[src/rtl/axi_lite_arbiter_2to1_if.sv]
// AXI4-Lite interface bundle shared by the upstream masters and the
// downstream slave of the 2:1 arbiter. No clock or reset inside: the
// arbiter and its neighbours share aclk/aresetn at module level.
interface axi_lite_if #(
  parameter int ADDR_WIDTH = 32,
  parameter int DATA_WIDTH = 32
);
  // write address channel
  logic [ADDR_WIDTH-1:0]   awaddr;
  logic [2:0]              awprot;
  logic                    awvalid;
  logic                    awready;
  // write data channel
  logic [DATA_WIDTH-1:0]   wdata;
  logic [DATA_WIDTH/8-1:0] wstrb;
  logic                    wvalid;
  logic                    wready;
  // write response channel
  logic [1:0]              bresp;
  logic                    bvalid;
  logic                    bready;
  // read address channel
  logic [ADDR_WIDTH-1:0]   araddr;
  logic [2:0]              arprot;
  logic                    arvalid;
  logic                    arready;
  // read data channel
  logic [DATA_WIDTH-1:0]   rdata;
  logic [1:0]              rresp;
  logic                    rvalid;
  logic                    rready;

  modport master (
    output awaddr, awprot, awvalid, input  awready,
    output wdata, wstrb, wvalid,    input  wready,
    input  bresp, bvalid,           output bready,
    output araddr, arprot, arvalid, input  arready,
    input  rdata, rresp, rvalid,    output rready
  );

  modport slave (
    input  awaddr, awprot, awvalid, output awready,
    input  wdata, wstrb, wvalid,    output wready,
    output bresp, bvalid,           input  bready,
    input  araddr, arprot, arvalid, output arready,
    output rdata, rresp, rvalid,    input  rready
  );
endinterface

[src/rtl/axi_lite_arbiter_2to1.sv]
// Two-master to one-slave AXI4-Lite arbiter. One transaction (write or
// read) is outstanding at a time; masters are granted round-robin per
// transaction. The arbitration decision only looks at registered state and
// the upstream valids, so nothing downstream can combinationally steer it.
module axi_lite_arbiter_2to1 #(
  parameter int ADDR_WIDTH = 32,
  parameter int DATA_WIDTH = 32
) (
  input  logic       aclk,
  input  logic       aresetn,
  axi_lite_if.slave  s0,
  axi_lite_if.slave  s1,
  axi_lite_if.master m,
  output logic       busy,
  output logic       grant_idx
);

  localparam int STRB_WIDTH = DATA_WIDTH / 8;

  typedef enum logic [2:0] {
    IDLE    = 3'd0,
    WRITE   = 3'd1,
    WR_RESP = 3'd2,
    READ    = 3'd3,
    RD_DATA = 3'd4
  } state_t;

  // registered state
  state_t state_r;
  logic   last_grant_r;
  logic   grant_idx_r;
  logic   aw_done_r;
  logic   w_done_r;
  logic   busy_r;

  // next-state values
  state_t state_next_s;
  logic   last_grant_next_s;
  logic   grant_idx_next_s;
  logic   aw_done_next_s;
  logic   w_done_next_s;

  // arbitration helpers
  logic   req0_s;
  logic   req1_s;
  logic   win_aw_s;

  // request fields of the granted master
  logic [ADDR_WIDTH-1:0] sel_awaddr_s;
  logic [2:0]            sel_awprot_s;
  logic                  sel_awvalid_s;
  logic [DATA_WIDTH-1:0] sel_wdata_s;
  logic [STRB_WIDTH-1:0] sel_wstrb_s;
  logic                  sel_wvalid_s;
  logic                  sel_bready_s;
  logic [ADDR_WIDTH-1:0] sel_araddr_s;
  logic [2:0]            sel_arprot_s;
  logic                  sel_arvalid_s;
  logic                  sel_rready_s;

  // handshakes on the downstream side
  logic aw_hs_s;
  logic w_hs_s;
  logic b_hs_s;
  logic ar_hs_s;
  logic r_hs_s;

  // responses destined for the granted master
  logic                  g_awready_s;
  logic                  g_wready_s;
  logic                  g_arready_s;
  logic                  g_bvalid_s;
  logic [1:0]            g_bresp_s;
  logic                  g_rvalid_s;
  logic [DATA_WIDTH-1:0] g_rdata_s;
  logic [1:0]            g_rresp_s;

  assign busy      = busy_r;
  assign grant_idx = grant_idx_r;

  // a port requests when it presents either an address write or read
  always_comb begin
    req0_s = s0.awvalid | s0.arvalid;
    req1_s = s1.awvalid | s1.arvalid;
  end

  // mux the request-side fields of the currently granted master
  always_comb begin
    if (grant_idx_r == 1'b1) begin
      sel_awaddr_s  = s1.awaddr;
      sel_awprot_s  = s1.awprot;
      sel_awvalid_s = s1.awvalid;
      sel_wdata_s   = s1.wdata;
      sel_wstrb_s   = s1.wstrb;
      sel_wvalid_s  = s1.wvalid;
      sel_bready_s  = s1.bready;
      sel_araddr_s  = s1.araddr;
      sel_arprot_s  = s1.arprot;
      sel_arvalid_s = s1.arvalid;
      sel_rready_s  = s1.rready;
    end else begin
      sel_awaddr_s  = s0.awaddr;
      sel_awprot_s  = s0.awprot;
      sel_awvalid_s = s0.awvalid;
      sel_wdata_s   = s0.wdata;
      sel_wstrb_s   = s0.wstrb;
      sel_wvalid_s  = s0.wvalid;
      sel_bready_s  = s0.bready;
      sel_araddr_s  = s0.araddr;
      sel_arprot_s  = s0.arprot;
      sel_arvalid_s = s0.arvalid;
      sel_rready_s  = s0.rready;
    end
  end

  // downstream handshakes, qualified by state and per-channel done flags
  always_comb begin
    aw_hs_s = (state_r == WRITE) && !aw_done_r && sel_awvalid_s && m.awready;
    w_hs_s  = (state_r == WRITE) && !w_done_r  && sel_wvalid_s  && m.wready;
    b_hs_s  = (state_r == WR_RESP) && m.bvalid && sel_bready_s;
    ar_hs_s = (state_r == READ)    && sel_arvalid_s && m.arready;
    r_hs_s  = (state_r == RD_DATA) && m.rvalid && sel_rready_s;
  end

  // state register with synchronous active-low reset
  always_ff @(posedge aclk) begin
    if (!aresetn) begin
      state_r      <= IDLE;
      last_grant_r <= 1'b1;
      grant_idx_r  <= 1'b0;
      aw_done_r    <= 1'b0;
      w_done_r     <= 1'b0;
      busy_r       <= 1'b0;
    end else begin
      state_r      <= state_next_s;
      last_grant_r <= last_grant_next_s;
      grant_idx_r  <= grant_idx_next_s;
      aw_done_r    <= aw_done_next_s;
      w_done_r     <= w_done_next_s;
      busy_r       <= (state_next_s != IDLE);
    end
  end

  // next-state logic: round-robin grant in IDLE, channel tracking after
  always_comb begin
    state_next_s      = state_r;
    last_grant_next_s = last_grant_r;
    grant_idx_next_s  = grant_idx_r;
    aw_done_next_s    = aw_done_r;
    w_done_next_s     = w_done_r;
    win_aw_s          = 1'b0;
    case (state_r)
      IDLE: begin
        aw_done_next_s = 1'b0;
        w_done_next_s  = 1'b0;
        if (req0_s || req1_s) begin
          if (req0_s && req1_s) begin
            grant_idx_next_s = ~last_grant_r;
          end else if (req1_s) begin
            grant_idx_next_s = 1'b1;
          end else begin
            grant_idx_next_s = 1'b0;
          end
          // a write wins over a read presented by the same port
          if (grant_idx_next_s == 1'b1) begin
            win_aw_s = s1.awvalid;
          end else begin
            win_aw_s = s0.awvalid;
          end
          if (win_aw_s) begin
            state_next_s = WRITE;
          end else begin
            state_next_s = READ;
          end
        end else begin
          state_next_s = IDLE;
        end
      end
      WRITE: begin
        if ((aw_done_r || aw_hs_s) && (w_done_r || w_hs_s)) begin
          state_next_s   = WR_RESP;
          aw_done_next_s = 1'b0;
          w_done_next_s  = 1'b0;
        end else begin
          aw_done_next_s = aw_done_r | aw_hs_s;
          w_done_next_s  = w_done_r  | w_hs_s;
        end
      end
      WR_RESP: begin
        if (b_hs_s) begin
          state_next_s      = IDLE;
          last_grant_next_s = grant_idx_r;
        end else begin
          state_next_s = WR_RESP;
        end
      end
      READ: begin
        if (ar_hs_s) begin
          state_next_s = RD_DATA;
        end else begin
          state_next_s = READ;
        end
      end
      RD_DATA: begin
        if (r_hs_s) begin
          state_next_s      = IDLE;
          last_grant_next_s = grant_idx_r;
        end else begin
          state_next_s = RD_DATA;
        end
      end
      default: begin
        state_next_s   = IDLE;
        aw_done_next_s = 1'b0;
        w_done_next_s  = 1'b0;
      end
    endcase
  end

  // output logic toward the slave and the granted-master response bundle
  always_comb begin
    m.awaddr    = {ADDR_WIDTH{1'b0}};
    m.awprot    = 3'b000;
    m.awvalid   = 1'b0;
    m.wdata     = {DATA_WIDTH{1'b0}};
    m.wstrb     = {STRB_WIDTH{1'b0}};
    m.wvalid    = 1'b0;
    m.bready    = 1'b0;
    m.araddr    = {ADDR_WIDTH{1'b0}};
    m.arprot    = 3'b000;
    m.arvalid   = 1'b0;
    m.rready    = 1'b0;
    g_awready_s = 1'b0;
    g_wready_s  = 1'b0;
    g_arready_s = 1'b0;
    g_bvalid_s  = 1'b0;
    g_bresp_s   = 2'b00;
    g_rvalid_s  = 1'b0;
    g_rdata_s   = {DATA_WIDTH{1'b0}};
    g_rresp_s   = 2'b00;
    case (state_r)
      WRITE: begin
        m.awaddr    = sel_awaddr_s;
        m.awprot    = sel_awprot_s;
        m.wdata     = sel_wdata_s;
        m.wstrb     = sel_wstrb_s;
        // a completed channel is silenced on both sides until WR_RESP
        m.awvalid   = sel_awvalid_s & ~aw_done_r;
        m.wvalid    = sel_wvalid_s  & ~w_done_r;
        g_awready_s = m.awready & ~aw_done_r;
        g_wready_s  = m.wready  & ~w_done_r;
      end
      WR_RESP: begin
        m.bready   = sel_bready_s;
        g_bvalid_s = m.bvalid;
        g_bresp_s  = m.bresp;
      end
      READ: begin
        m.araddr    = sel_araddr_s;
        m.arprot    = sel_arprot_s;
        m.arvalid   = sel_arvalid_s;
        g_arready_s = m.arready;
      end
      RD_DATA: begin
        m.rready   = sel_rready_s;
        g_rvalid_s = m.rvalid;
        g_rdata_s  = m.rdata;
        g_rresp_s  = m.rresp;
      end
      default: begin
        m.awvalid = 1'b0;
      end
    endcase
  end

  // route responses to the granted master; the other one sees all zeros
  always_comb begin
    s0.awready = 1'b0;
    s0.wready  = 1'b0;
    s0.arready = 1'b0;
    s0.bvalid  = 1'b0;
    s0.bresp   = 2'b00;
    s0.rvalid  = 1'b0;
    s0.rdata   = {DATA_WIDTH{1'b0}};
    s0.rresp   = 2'b00;
    s1.awready = 1'b0;
    s1.wready  = 1'b0;
    s1.arready = 1'b0;
    s1.bvalid  = 1'b0;
    s1.bresp   = 2'b00;
    s1.rvalid  = 1'b0;
    s1.rdata   = {DATA_WIDTH{1'b0}};
    s1.rresp   = 2'b00;
    if (grant_idx_r == 1'b1) begin
      s1.awready = g_awready_s;
      s1.wready  = g_wready_s;
      s1.arready = g_arready_s;
      s1.bvalid  = g_bvalid_s;
      s1.bresp   = g_bresp_s;
      s1.rvalid  = g_rvalid_s;
      s1.rdata   = g_rdata_s;
      s1.rresp   = g_rresp_s;
    end else begin
      s0.awready = g_awready_s;
      s0.wready  = g_wready_s;
      s0.arready = g_arready_s;
      s0.bvalid  = g_bvalid_s;
      s0.bresp   = g_bresp_s;
      s0.rvalid  = g_rvalid_s;
      s0.rdata   = g_rdata_s;
      s0.rresp   = g_rresp_s;
    end
  end

endmodule
[src/flat_wrapper.sv]
// flat-port wrapper written by rule: the top's interface ports become plain ports
module axi_lite_arbiter_2to1_flat 
#(
  parameter int ADDR_WIDTH = 32,
  parameter int DATA_WIDTH = 32
)
  (aclk, aresetn, busy, grant_idx, s0_awaddr, s0_awprot, s0_awvalid, s0_awready, s0_wdata, s0_wstrb, s0_wvalid, s0_wready, s0_bresp, s0_bvalid, s0_bready, s0_araddr, s0_arprot, s0_arvalid, s0_arready, s0_rdata, s0_rresp, s0_rvalid, s0_rready, s1_awaddr, s1_awprot, s1_awvalid, s1_awready, s1_wdata, s1_wstrb, s1_wvalid, s1_wready, s1_bresp, s1_bvalid, s1_bready, s1_araddr, s1_arprot, s1_arvalid, s1_arready, s1_rdata, s1_rresp, s1_rvalid, s1_rready, m_awaddr, m_awprot, m_awvalid, m_awready, m_wdata, m_wstrb, m_wvalid, m_wready, m_bresp, m_bvalid, m_bready, m_araddr, m_arprot, m_arvalid, m_arready, m_rdata, m_rresp, m_rvalid, m_rready);
  axi_lite_if #(.ADDR_WIDTH(ADDR_WIDTH), .DATA_WIDTH(DATA_WIDTH)) s0_i ();
  axi_lite_if #(.ADDR_WIDTH(ADDR_WIDTH), .DATA_WIDTH(DATA_WIDTH)) s1_i ();
  axi_lite_if #(.ADDR_WIDTH(ADDR_WIDTH), .DATA_WIDTH(DATA_WIDTH)) m_i ();
  input  logic aclk;
  input  logic aresetn;
  output logic busy;
  output logic grant_idx;
  input wire logic [$bits(s0_i.awaddr)-1:0] s0_awaddr;
  input wire logic [$bits(s0_i.awprot)-1:0] s0_awprot;
  input wire logic [$bits(s0_i.awvalid)-1:0] s0_awvalid;
  output wire logic [$bits(s0_i.awready)-1:0] s0_awready;
  input wire logic [$bits(s0_i.wdata)-1:0] s0_wdata;
  input wire logic [$bits(s0_i.wstrb)-1:0] s0_wstrb;
  input wire logic [$bits(s0_i.wvalid)-1:0] s0_wvalid;
  output wire logic [$bits(s0_i.wready)-1:0] s0_wready;
  output wire logic [$bits(s0_i.bresp)-1:0] s0_bresp;
  output wire logic [$bits(s0_i.bvalid)-1:0] s0_bvalid;
  input wire logic [$bits(s0_i.bready)-1:0] s0_bready;
  input wire logic [$bits(s0_i.araddr)-1:0] s0_araddr;
  input wire logic [$bits(s0_i.arprot)-1:0] s0_arprot;
  input wire logic [$bits(s0_i.arvalid)-1:0] s0_arvalid;
  output wire logic [$bits(s0_i.arready)-1:0] s0_arready;
  output wire logic [$bits(s0_i.rdata)-1:0] s0_rdata;
  output wire logic [$bits(s0_i.rresp)-1:0] s0_rresp;
  output wire logic [$bits(s0_i.rvalid)-1:0] s0_rvalid;
  input wire logic [$bits(s0_i.rready)-1:0] s0_rready;
  input wire logic [$bits(s1_i.awaddr)-1:0] s1_awaddr;
  input wire logic [$bits(s1_i.awprot)-1:0] s1_awprot;
  input wire logic [$bits(s1_i.awvalid)-1:0] s1_awvalid;
  output wire logic [$bits(s1_i.awready)-1:0] s1_awready;
  input wire logic [$bits(s1_i.wdata)-1:0] s1_wdata;
  input wire logic [$bits(s1_i.wstrb)-1:0] s1_wstrb;
  input wire logic [$bits(s1_i.wvalid)-1:0] s1_wvalid;
  output wire logic [$bits(s1_i.wready)-1:0] s1_wready;
  output wire logic [$bits(s1_i.bresp)-1:0] s1_bresp;
  output wire logic [$bits(s1_i.bvalid)-1:0] s1_bvalid;
  input wire logic [$bits(s1_i.bready)-1:0] s1_bready;
  input wire logic [$bits(s1_i.araddr)-1:0] s1_araddr;
  input wire logic [$bits(s1_i.arprot)-1:0] s1_arprot;
  input wire logic [$bits(s1_i.arvalid)-1:0] s1_arvalid;
  output wire logic [$bits(s1_i.arready)-1:0] s1_arready;
  output wire logic [$bits(s1_i.rdata)-1:0] s1_rdata;
  output wire logic [$bits(s1_i.rresp)-1:0] s1_rresp;
  output wire logic [$bits(s1_i.rvalid)-1:0] s1_rvalid;
  input wire logic [$bits(s1_i.rready)-1:0] s1_rready;
  output wire logic [$bits(m_i.awaddr)-1:0] m_awaddr;
  output wire logic [$bits(m_i.awprot)-1:0] m_awprot;
  output wire logic [$bits(m_i.awvalid)-1:0] m_awvalid;
  input wire logic [$bits(m_i.awready)-1:0] m_awready;
  output wire logic [$bits(m_i.wdata)-1:0] m_wdata;
  output wire logic [$bits(m_i.wstrb)-1:0] m_wstrb;
  output wire logic [$bits(m_i.wvalid)-1:0] m_wvalid;
  input wire logic [$bits(m_i.wready)-1:0] m_wready;
  input wire logic [$bits(m_i.bresp)-1:0] m_bresp;
  input wire logic [$bits(m_i.bvalid)-1:0] m_bvalid;
  output wire logic [$bits(m_i.bready)-1:0] m_bready;
  output wire logic [$bits(m_i.araddr)-1:0] m_araddr;
  output wire logic [$bits(m_i.arprot)-1:0] m_arprot;
  output wire logic [$bits(m_i.arvalid)-1:0] m_arvalid;
  input wire logic [$bits(m_i.arready)-1:0] m_arready;
  input wire logic [$bits(m_i.rdata)-1:0] m_rdata;
  input wire logic [$bits(m_i.rresp)-1:0] m_rresp;
  input wire logic [$bits(m_i.rvalid)-1:0] m_rvalid;
  output wire logic [$bits(m_i.rready)-1:0] m_rready;
  assign s0_i.awaddr = s0_awaddr;
  assign s0_i.awprot = s0_awprot;
  assign s0_i.awvalid = s0_awvalid;
  assign s0_awready = s0_i.awready;
  assign s0_i.wdata = s0_wdata;
  assign s0_i.wstrb = s0_wstrb;
  assign s0_i.wvalid = s0_wvalid;
  assign s0_wready = s0_i.wready;
  assign s0_bresp = s0_i.bresp;
  assign s0_bvalid = s0_i.bvalid;
  assign s0_i.bready = s0_bready;
  assign s0_i.araddr = s0_araddr;
  assign s0_i.arprot = s0_arprot;
  assign s0_i.arvalid = s0_arvalid;
  assign s0_arready = s0_i.arready;
  assign s0_rdata = s0_i.rdata;
  assign s0_rresp = s0_i.rresp;
  assign s0_rvalid = s0_i.rvalid;
  assign s0_i.rready = s0_rready;
  assign s1_i.awaddr = s1_awaddr;
  assign s1_i.awprot = s1_awprot;
  assign s1_i.awvalid = s1_awvalid;
  assign s1_awready = s1_i.awready;
  assign s1_i.wdata = s1_wdata;
  assign s1_i.wstrb = s1_wstrb;
  assign s1_i.wvalid = s1_wvalid;
  assign s1_wready = s1_i.wready;
  assign s1_bresp = s1_i.bresp;
  assign s1_bvalid = s1_i.bvalid;
  assign s1_i.bready = s1_bready;
  assign s1_i.araddr = s1_araddr;
  assign s1_i.arprot = s1_arprot;
  assign s1_i.arvalid = s1_arvalid;
  assign s1_arready = s1_i.arready;
  assign s1_rdata = s1_i.rdata;
  assign s1_rresp = s1_i.rresp;
  assign s1_rvalid = s1_i.rvalid;
  assign s1_i.rready = s1_rready;
  assign m_awaddr = m_i.awaddr;
  assign m_awprot = m_i.awprot;
  assign m_awvalid = m_i.awvalid;
  assign m_i.awready = m_awready;
  assign m_wdata = m_i.wdata;
  assign m_wstrb = m_i.wstrb;
  assign m_wvalid = m_i.wvalid;
  assign m_i.wready = m_wready;
  assign m_i.bresp = m_bresp;
  assign m_i.bvalid = m_bvalid;
  assign m_bready = m_i.bready;
  assign m_araddr = m_i.araddr;
  assign m_arprot = m_i.arprot;
  assign m_arvalid = m_i.arvalid;
  assign m_i.arready = m_arready;
  assign m_i.rdata = m_rdata;
  assign m_i.rresp = m_rresp;
  assign m_i.rvalid = m_rvalid;
  assign m_rready = m_i.rready;
  axi_lite_arbiter_2to1 #(.ADDR_WIDTH(ADDR_WIDTH), .DATA_WIDTH(DATA_WIDTH)) u_core (.aclk(aclk), .aresetn(aresetn), .s0(s0_i), .s1(s1_i), .m(m_i), .busy(busy), .grant_idx(grant_idx));
endmodule
[config.mk]
export PLATFORM = sky130hd
export DESIGN_NAME = axi_lite_arbiter_2to1_flat
export DESIGN_NICKNAME = d
export VERILOG_FILES = /design/src/rtl/axi_lite_arbiter_2to1_if.sv /design/src/rtl/axi_lite_arbiter_2to1.sv /design/src/flat_wrapper.sv
export SDC_FILE = /design/constraint.sdc
export NUM_CORES = 1
export LEC_CHECK = 0
export ABC_AREA = 1
export CAP_MARGIN = 10
export CORE_AREA = 2 2 176 178
export DETAILED_ROUTE_END_ITERATION = 6
export DIE_AREA = 0 0 178 180
export GPL_TIMING_DRIVEN = 0
export HOLD_SLACK_MARGIN = 0.1
export PLACE_DENSITY = 0.46
export RECOVER_POWER = 100
export SYNTH_ARGS = -nofsm -noshare
export SYNTH_HDL_FRONTEND = slang
export SYNTH_SLANG_ARGS = --single-unit
[constraint.sdc]
create_clock -name aclk -period 3.9 [get_ports aclk]
set_input_delay 0.78 -clock aclk [delete_from_list [all_inputs] [get_ports aclk]]
set_output_delay 0.78 -clock aclk [all_outputs]
set_load 0.01 [all_outputs]
==> results of run 1 <==
## cells in the mapped netlist
cell,number,share of area (%)
nand2_2,1,0.22
nand3_2,1,0.34
nor2_1,23,3.0
o21bai_1,1,0.26
dfxtp_1,8,5.5
nand2_1,311,40
o21ai_1,5,0.86
o211a_1,1,0.34
a21oi_1,75,13
buf_2,19,3.3
nor3_2,1,0.34
inv_2,3,0.39
nor3_1,77,13
inv_1,93,12
buf_1,5,0.65
nand3_1,7,1.2
buf_4,2,0.52
clkbuf_1,26,3.4
inv_4,1,0.22
nor2_2,1,0.22
nand4_1,1,0.22
o21ai_0,4,0.69
## final cells by class
class,instances,share of cell area [%]
Multi-Input combinational cell,509,26.6
Buffer,52,2.67
Antenna cell,1,0.0311
Sequential cell,8,1.99
Clock buffer,3,0.932
Inverter,97,4.55
Timing Repair Buffer,459,57.0
Tap cell,396,6.15
## routing by layer
| metal | share of wire (%) | routed length (um) |
|---|---|---|
| met1 | 39 | 8990 |
| met2 | 51 | 11600 |
| met3 | 8.2 | 1870 |
| met4 | 1.6 | 365 |
| met5 | 0.044 | 10 |
## power by group through the flow
stage          Sequential, mW  Clock [mW]  Combinational, mW
6_report                0.106       0.177               1.54
5_1_grt                 0.109       0.184               1.71
4_1_cts                 0.107       0.179               1.66
3_5_place_dp            0.108           0               1.66
3_3_place_gp            0.107           0               1.66
2_1_floorplan           0.110           0              0.716
## logic make-up after synthesis
group                  count (synthesis)  share of synthesized area, %
buffers and inverters                149                          20.4
flip-flops                             8                          5.51
AND/OR/NAND/NOR                      423                          59.0
AO/OA/AOI/OAI                         86                          15.1
## worst max-delay path, delay by kind of cell, from the launching register on
family	cells	cell delay (ns)
and+or+nand+nor	1	0.10
DFF	1	0.32
AOI/OAI and AO/OA	1	0.25
buffers and inverters	4	1.79
## per-stage QoR
stage,total power [mW],std cells
finish,1.83,1525
detailed placement,1.76,1521
floorplan,0.826,666
CTS,1.95,1524
global route,2.00,1524
global placement,1.77,1521
## state kept, by name, summed over array words and instances, names as in the netlist
signal and flops:
u_core.aw_done_r 1, u_core.busy 1, u_core.grant_idx 1, u_core.last_grant_r 1, u_core.state_r 3, u_core.w_done_r 1
## worst paths after layout
kind / slack, ns / from / endpoint
setup / recovery: 0.41 / u_core.grant_idx / m_awaddr[11]
hold / removal: 0.49 / u_core.last_grant_r / u_core.last_grant_r
setup reg to reg: 2.09 / u_core.grant_idx / u_core.last_grant_r
hold reg to reg: 0.49 / u_core.last_grant_r / u_core.last_grant_r
==> run metrics, run 1 <==
post-layout util=a little over a quarter; die height=between 150 and 200 um; sequential power share=approximately 5.8%; Wirelength per Cell=about 15 um; max_slew headroom=a little over half; Pint=roughly 910 uW; hold_buf cts=0; Clk pwr share=~9.7%; Post-CTS Resized=0; core area=between 30,000 and 40,000 um2; grt ovf=0; PortBufs=between 400 and 500; Total GRT Usage=13.2%; Leakage Power=between 4 and 5 nW; Crit. End Element=primary output; full die area=32,000 um2; clk slew on worst S/H paths=roughly 0.040 ns; CP peak stage delay=between 0.6 and 0.7 ns; Setup CP Type=flip-flop to primary output; critical path launch point type=flip-flop; Reg2Reg Depth=4; Routed Antenna Nets=0; Synth Instances=roughly 670; PnR worst setup slack=a little over 0.4 ns; WHS Path Cells=2; Clock Skews=between 0.003 and 0.004 ns; Max Clock Freq=about 0.29 GHz; syn_nets=slightly above 900; WP data required=3.12 ns; MaxCap Viol Count=0; Via density=around 3.8; post-CTS setup repair buffer count=0; Setup TNS=0 ns; GRT Max-Usage Layer=met2; fin crit period=between 3 and 4 ns; DRC Markers=0; Starting Density=under 10%; Die X=between 150 and 200 um; unrepaired setup endpoints after global routing=false; gpl congestion=0.828; Area after DPL=7990 um2; fin nets=1,395; Switching Fraction=between 50 and 60%; Fillers=approximately 3,400; Area Overhead vs Synth=177%; most common cell after layout, fill and taps aside=nand2_1; Ports=460; number of global-route vias before repair=approximately 5,500; post-route cell area=a little over 8000 um2; crit-path cells=inv_2, buf_2, clkbuf_1, nand2_1, a21oi_1, dlygate4sd3_1; layout cells sized above 1=1.86%; number of DRC markers in iteration 0=~150; outcome=complete, no violations; H-tree depth=1; initial antenna violation count=2; Seq/Total Area, Yosys=about 5.5%; Synth Cell Area=just under 3000 um2; footprint of the multi-input gates=~2100 um2; most frequent cells in the layout=nand2_1 (311), clkdlybuf4s50_1 (281), dlygate4sd3_1 (178); grt met1 use=~15%; CTS tree=done; Vias=about 5,700; worst-margin pin slew=just under 0.7 ns; grt met3 use=approximately 2.5%; crit path max fanout=10; CTS sink count=8; met2 Use GR=between 20% and 30%; drt pass-1 iters=5; clock root cell=clkbuf_16; Peak VDD IR=between 0.1 and 0.15 mV; FF+latch area=about 160 um2; dpl hpwl=around 20,000 um; first-pass GRT wire length=between 30,000 and 40,000 um; crit path max-delay cell type=dlygate4sd3_1; FF+latch count, synth=8; Logic pwr share=a little over four fifths; clk buf depth=2; pre-CTS WS=approximately 0.51 ns; Post-Route WL=22,800 um; Hold Crit Class=flip-flop to flip-flop; Pwr Density=~230 nW/um2; Synth cell types=22; CTS buffer count=3; crit share post-route=89.4%; Net Sw Power=917 uW; yosys warns=0; worst skew pair latency=roughly 0.24 ns; largest net degree at the start of global routing=11; WHS=~0.5 ns; fin. max-slew vios=0; row cnt=64; Avg Inst Size Synth=about 4.4 um2; Final setup viols=0; Fin. Hold Viols=0; Arr. time, crit path=between 2 and 3 ns
(Power assumes the default switching activity.)
==> inputs of run 2 (changes only) <==
--- a/config.mk
+++ b/config.mk
@@ -8,6 +8,7 @@
 export ABC_AREA = 1
 export CAP_MARGIN = 10
 export CORE_AREA = 2 2 176 178
+export CTS_BUF_LIST = sky130_fd_sc_hd__clkbuf_8
 export DETAILED_ROUTE_END_ITERATION = 6
 export DIE_AREA = 0 0 178 180
 export GPL_TIMING_DRIVEN = 0
==> run metrics, run 2 (same netlist as run 1, synthesis figures left out) <==
Setup CP Type=flip-flop to primary output; initial antenna violation count=2 (unchanged); Reg with most FFs=u_core.state_r; CTS sink count=8 (unchanged); Wirelength per Cell=15.0 um (about the same); Pwr Density=219 nW/um2 (-3.7%); CTS buffer count=3 (unchanged); Setup TNS=0 ns (unchanged); Fin. Hold Viols=0 (unchanged); Ports=460 (unchanged); Hold Crit Class=flip-flop to flip-flop; number of DRC markers in iteration 0=151 (-1.3%); crit path from=u_core.grant_idx; WL met3=1810 um (-3.5%); unrepaired setup endpoints after global routing=false; Total GRT Usage=13.2% (-0.026 points); clk buf depth=2 (unchanged); Area Overhead vs Synth=176%; Crit. End Element=primary output; Leakage Power=4.11 nW (-0.37%); reg2reg start=u_core.grant_idx; fin nets=1,395 (unchanged); fin crit period=3.49 ns (+0.00233 ns); gpl congestion=0.828 (unchanged); first-pass GRT wire length=32,300 um (about the same); post-CTS setup repair buffer count=0 (unchanged); clock root cell=clkbuf_8; min-delay src=u_core.last_grant_r; clk slew on worst S/H paths=0.04 ns (about the same); WP data required=3.12 ns (about the same); Fillers=3,407 (+0.24%); max_slew headroom=53.3% (-0.25 points); Vias=5,743 (+0.12%); drt pass-1 iters=5 (unchanged); Clock Skews=0.000449 ns (-0.00351 ns); max FFs per register=3 (unchanged); Arr. time, crit path=2.71 ns (about the same); DRC Markers=0 (unchanged); core area=30,200 um2 (unchanged); worst-margin pin slew=0.700 ns (+0.00369 ns); outcome=complete, no violations; crit share post-route=89.5% (about the same); WHS=0.497 ns (+0.00880 ns); met1 WL=9020 um (+0.37%); Post-Route WL=22,800 um (about the same); H-tree depth=1 (unchanged); CTS tree=done; Peak VDD IR=0.0741 mV (-38%); Max Clock Freq=0.286 GHz (about the same); critical path launch point type=flip-flop; Starting Density=9.62% (unchanged); DR top layer=met5; die height=180 um (unchanged); layout cells sized above 1=1.86% (unchanged); grt ovf=0 (unchanged); Via density=3.77 (+0.12%); Final setup viols=0 (unchanged); Post-CTS Resized=0 (unchanged); PortBufs=459 (unchanged); most frequent cells in the layout=nand2_1 (311), clkdlybuf4s50_1 (281), dlygate4sd3_1 (178); met2 routed WL=11,600 um (+0.27%); row cnt=64 (unchanged); most common cell after layout, fill and taps aside=nand2_1; dpl hpwl=19,600 um (unchanged); MaxCap Viol Count=0 (unchanged); full die area=32,000 um2 (unchanged); hold_buf cts=0 (unchanged); number of global-route vias before repair=5,460 (+0.073%); fin. max-slew vios=0 (unchanged); worst skew pair latency=0.23 ns (about the same); Routed Antenna Nets=0 (unchanged); crit path max fanout=10 (unchanged); Die X=178 um (unchanged); largest net degree at the start of global routing=11 (unchanged)
run 2: cell counts in the layout (fill, tap and decap cells not counted):
No cell type changed its count.
run 2: metrics by stage:
step           worst slack, ns  area (um2)  std cells  utilization [%]  power, mW
2_1_floorplan             1.93        2900        666                -      0.826
3_3_place_gp             0.573        7990       1521             26.5       1.77
3_5_place_dp             0.506        7990       1521             26.5       1.76
4_1_cts                  0.252        8040       1524             26.6       1.88
5_1_grt                  0.179        8020       1524             26.6       1.93
6_report                 0.409        8020       1525             26.6       1.75
run 2: critical path, cell delays in order, from the launching register on:
cell           delay, ns
dfxtp_1             0.32
inv_2               0.19
buf_2               0.35
clkbuf_1            0.58
nand2_1             0.10
a21oi_1             0.25
dlygate4sd3_1       0.67
run 2: layer usage:
metal | GRT usage (%) | vias to the layer above
met4 | 2.59 | 2
li1 | - | 2959
met1 | 14.9 | 2495
met5 | 0 | -
met2 | 25.3 | 265
met3 | 2.47 | 22
run 2: where the power goes:
part           switching, mW  internal [mW]
combinational          0.865          0.681
sequential           0.00925         0.0967
clock                 0.0349         0.0671
total                  0.909          0.845
run 2: area by class of cell:
| cell class | instances | area [um2] | area share [%] |
|---|---|---|---|
| Inverter | 97 | 367 | 4.57 |
| Multi-Input combinational cell | 509 | 2150 | 26.8 |
| Tap cell | 396 | 495 | 6.18 |
| Buffer | 52 | 215 | 2.68 |
| Timing Repair Buffer | 459 | 4590 | 57.3 |
| Antenna cell | 1 | 2.50 | 0.0312 |
| Clock buffer | 3 | 41.3 | 0.515 |
| Sequential cell | 8 | 160 | 2.00 |
run 2: final timing paths:
| check | cells after the start | endpoint | slack, ns |
|---|---|---|---|
| max | 6 | m_awaddr[11] | 0.41 |
| min | 2 | u_core.last_grant_r | 0.50 |
| max reg2reg | 4 | u_core.last_grant_r | 2.09 |
| min reg2reg | 2 | u_core.last_grant_r | 0.50 |
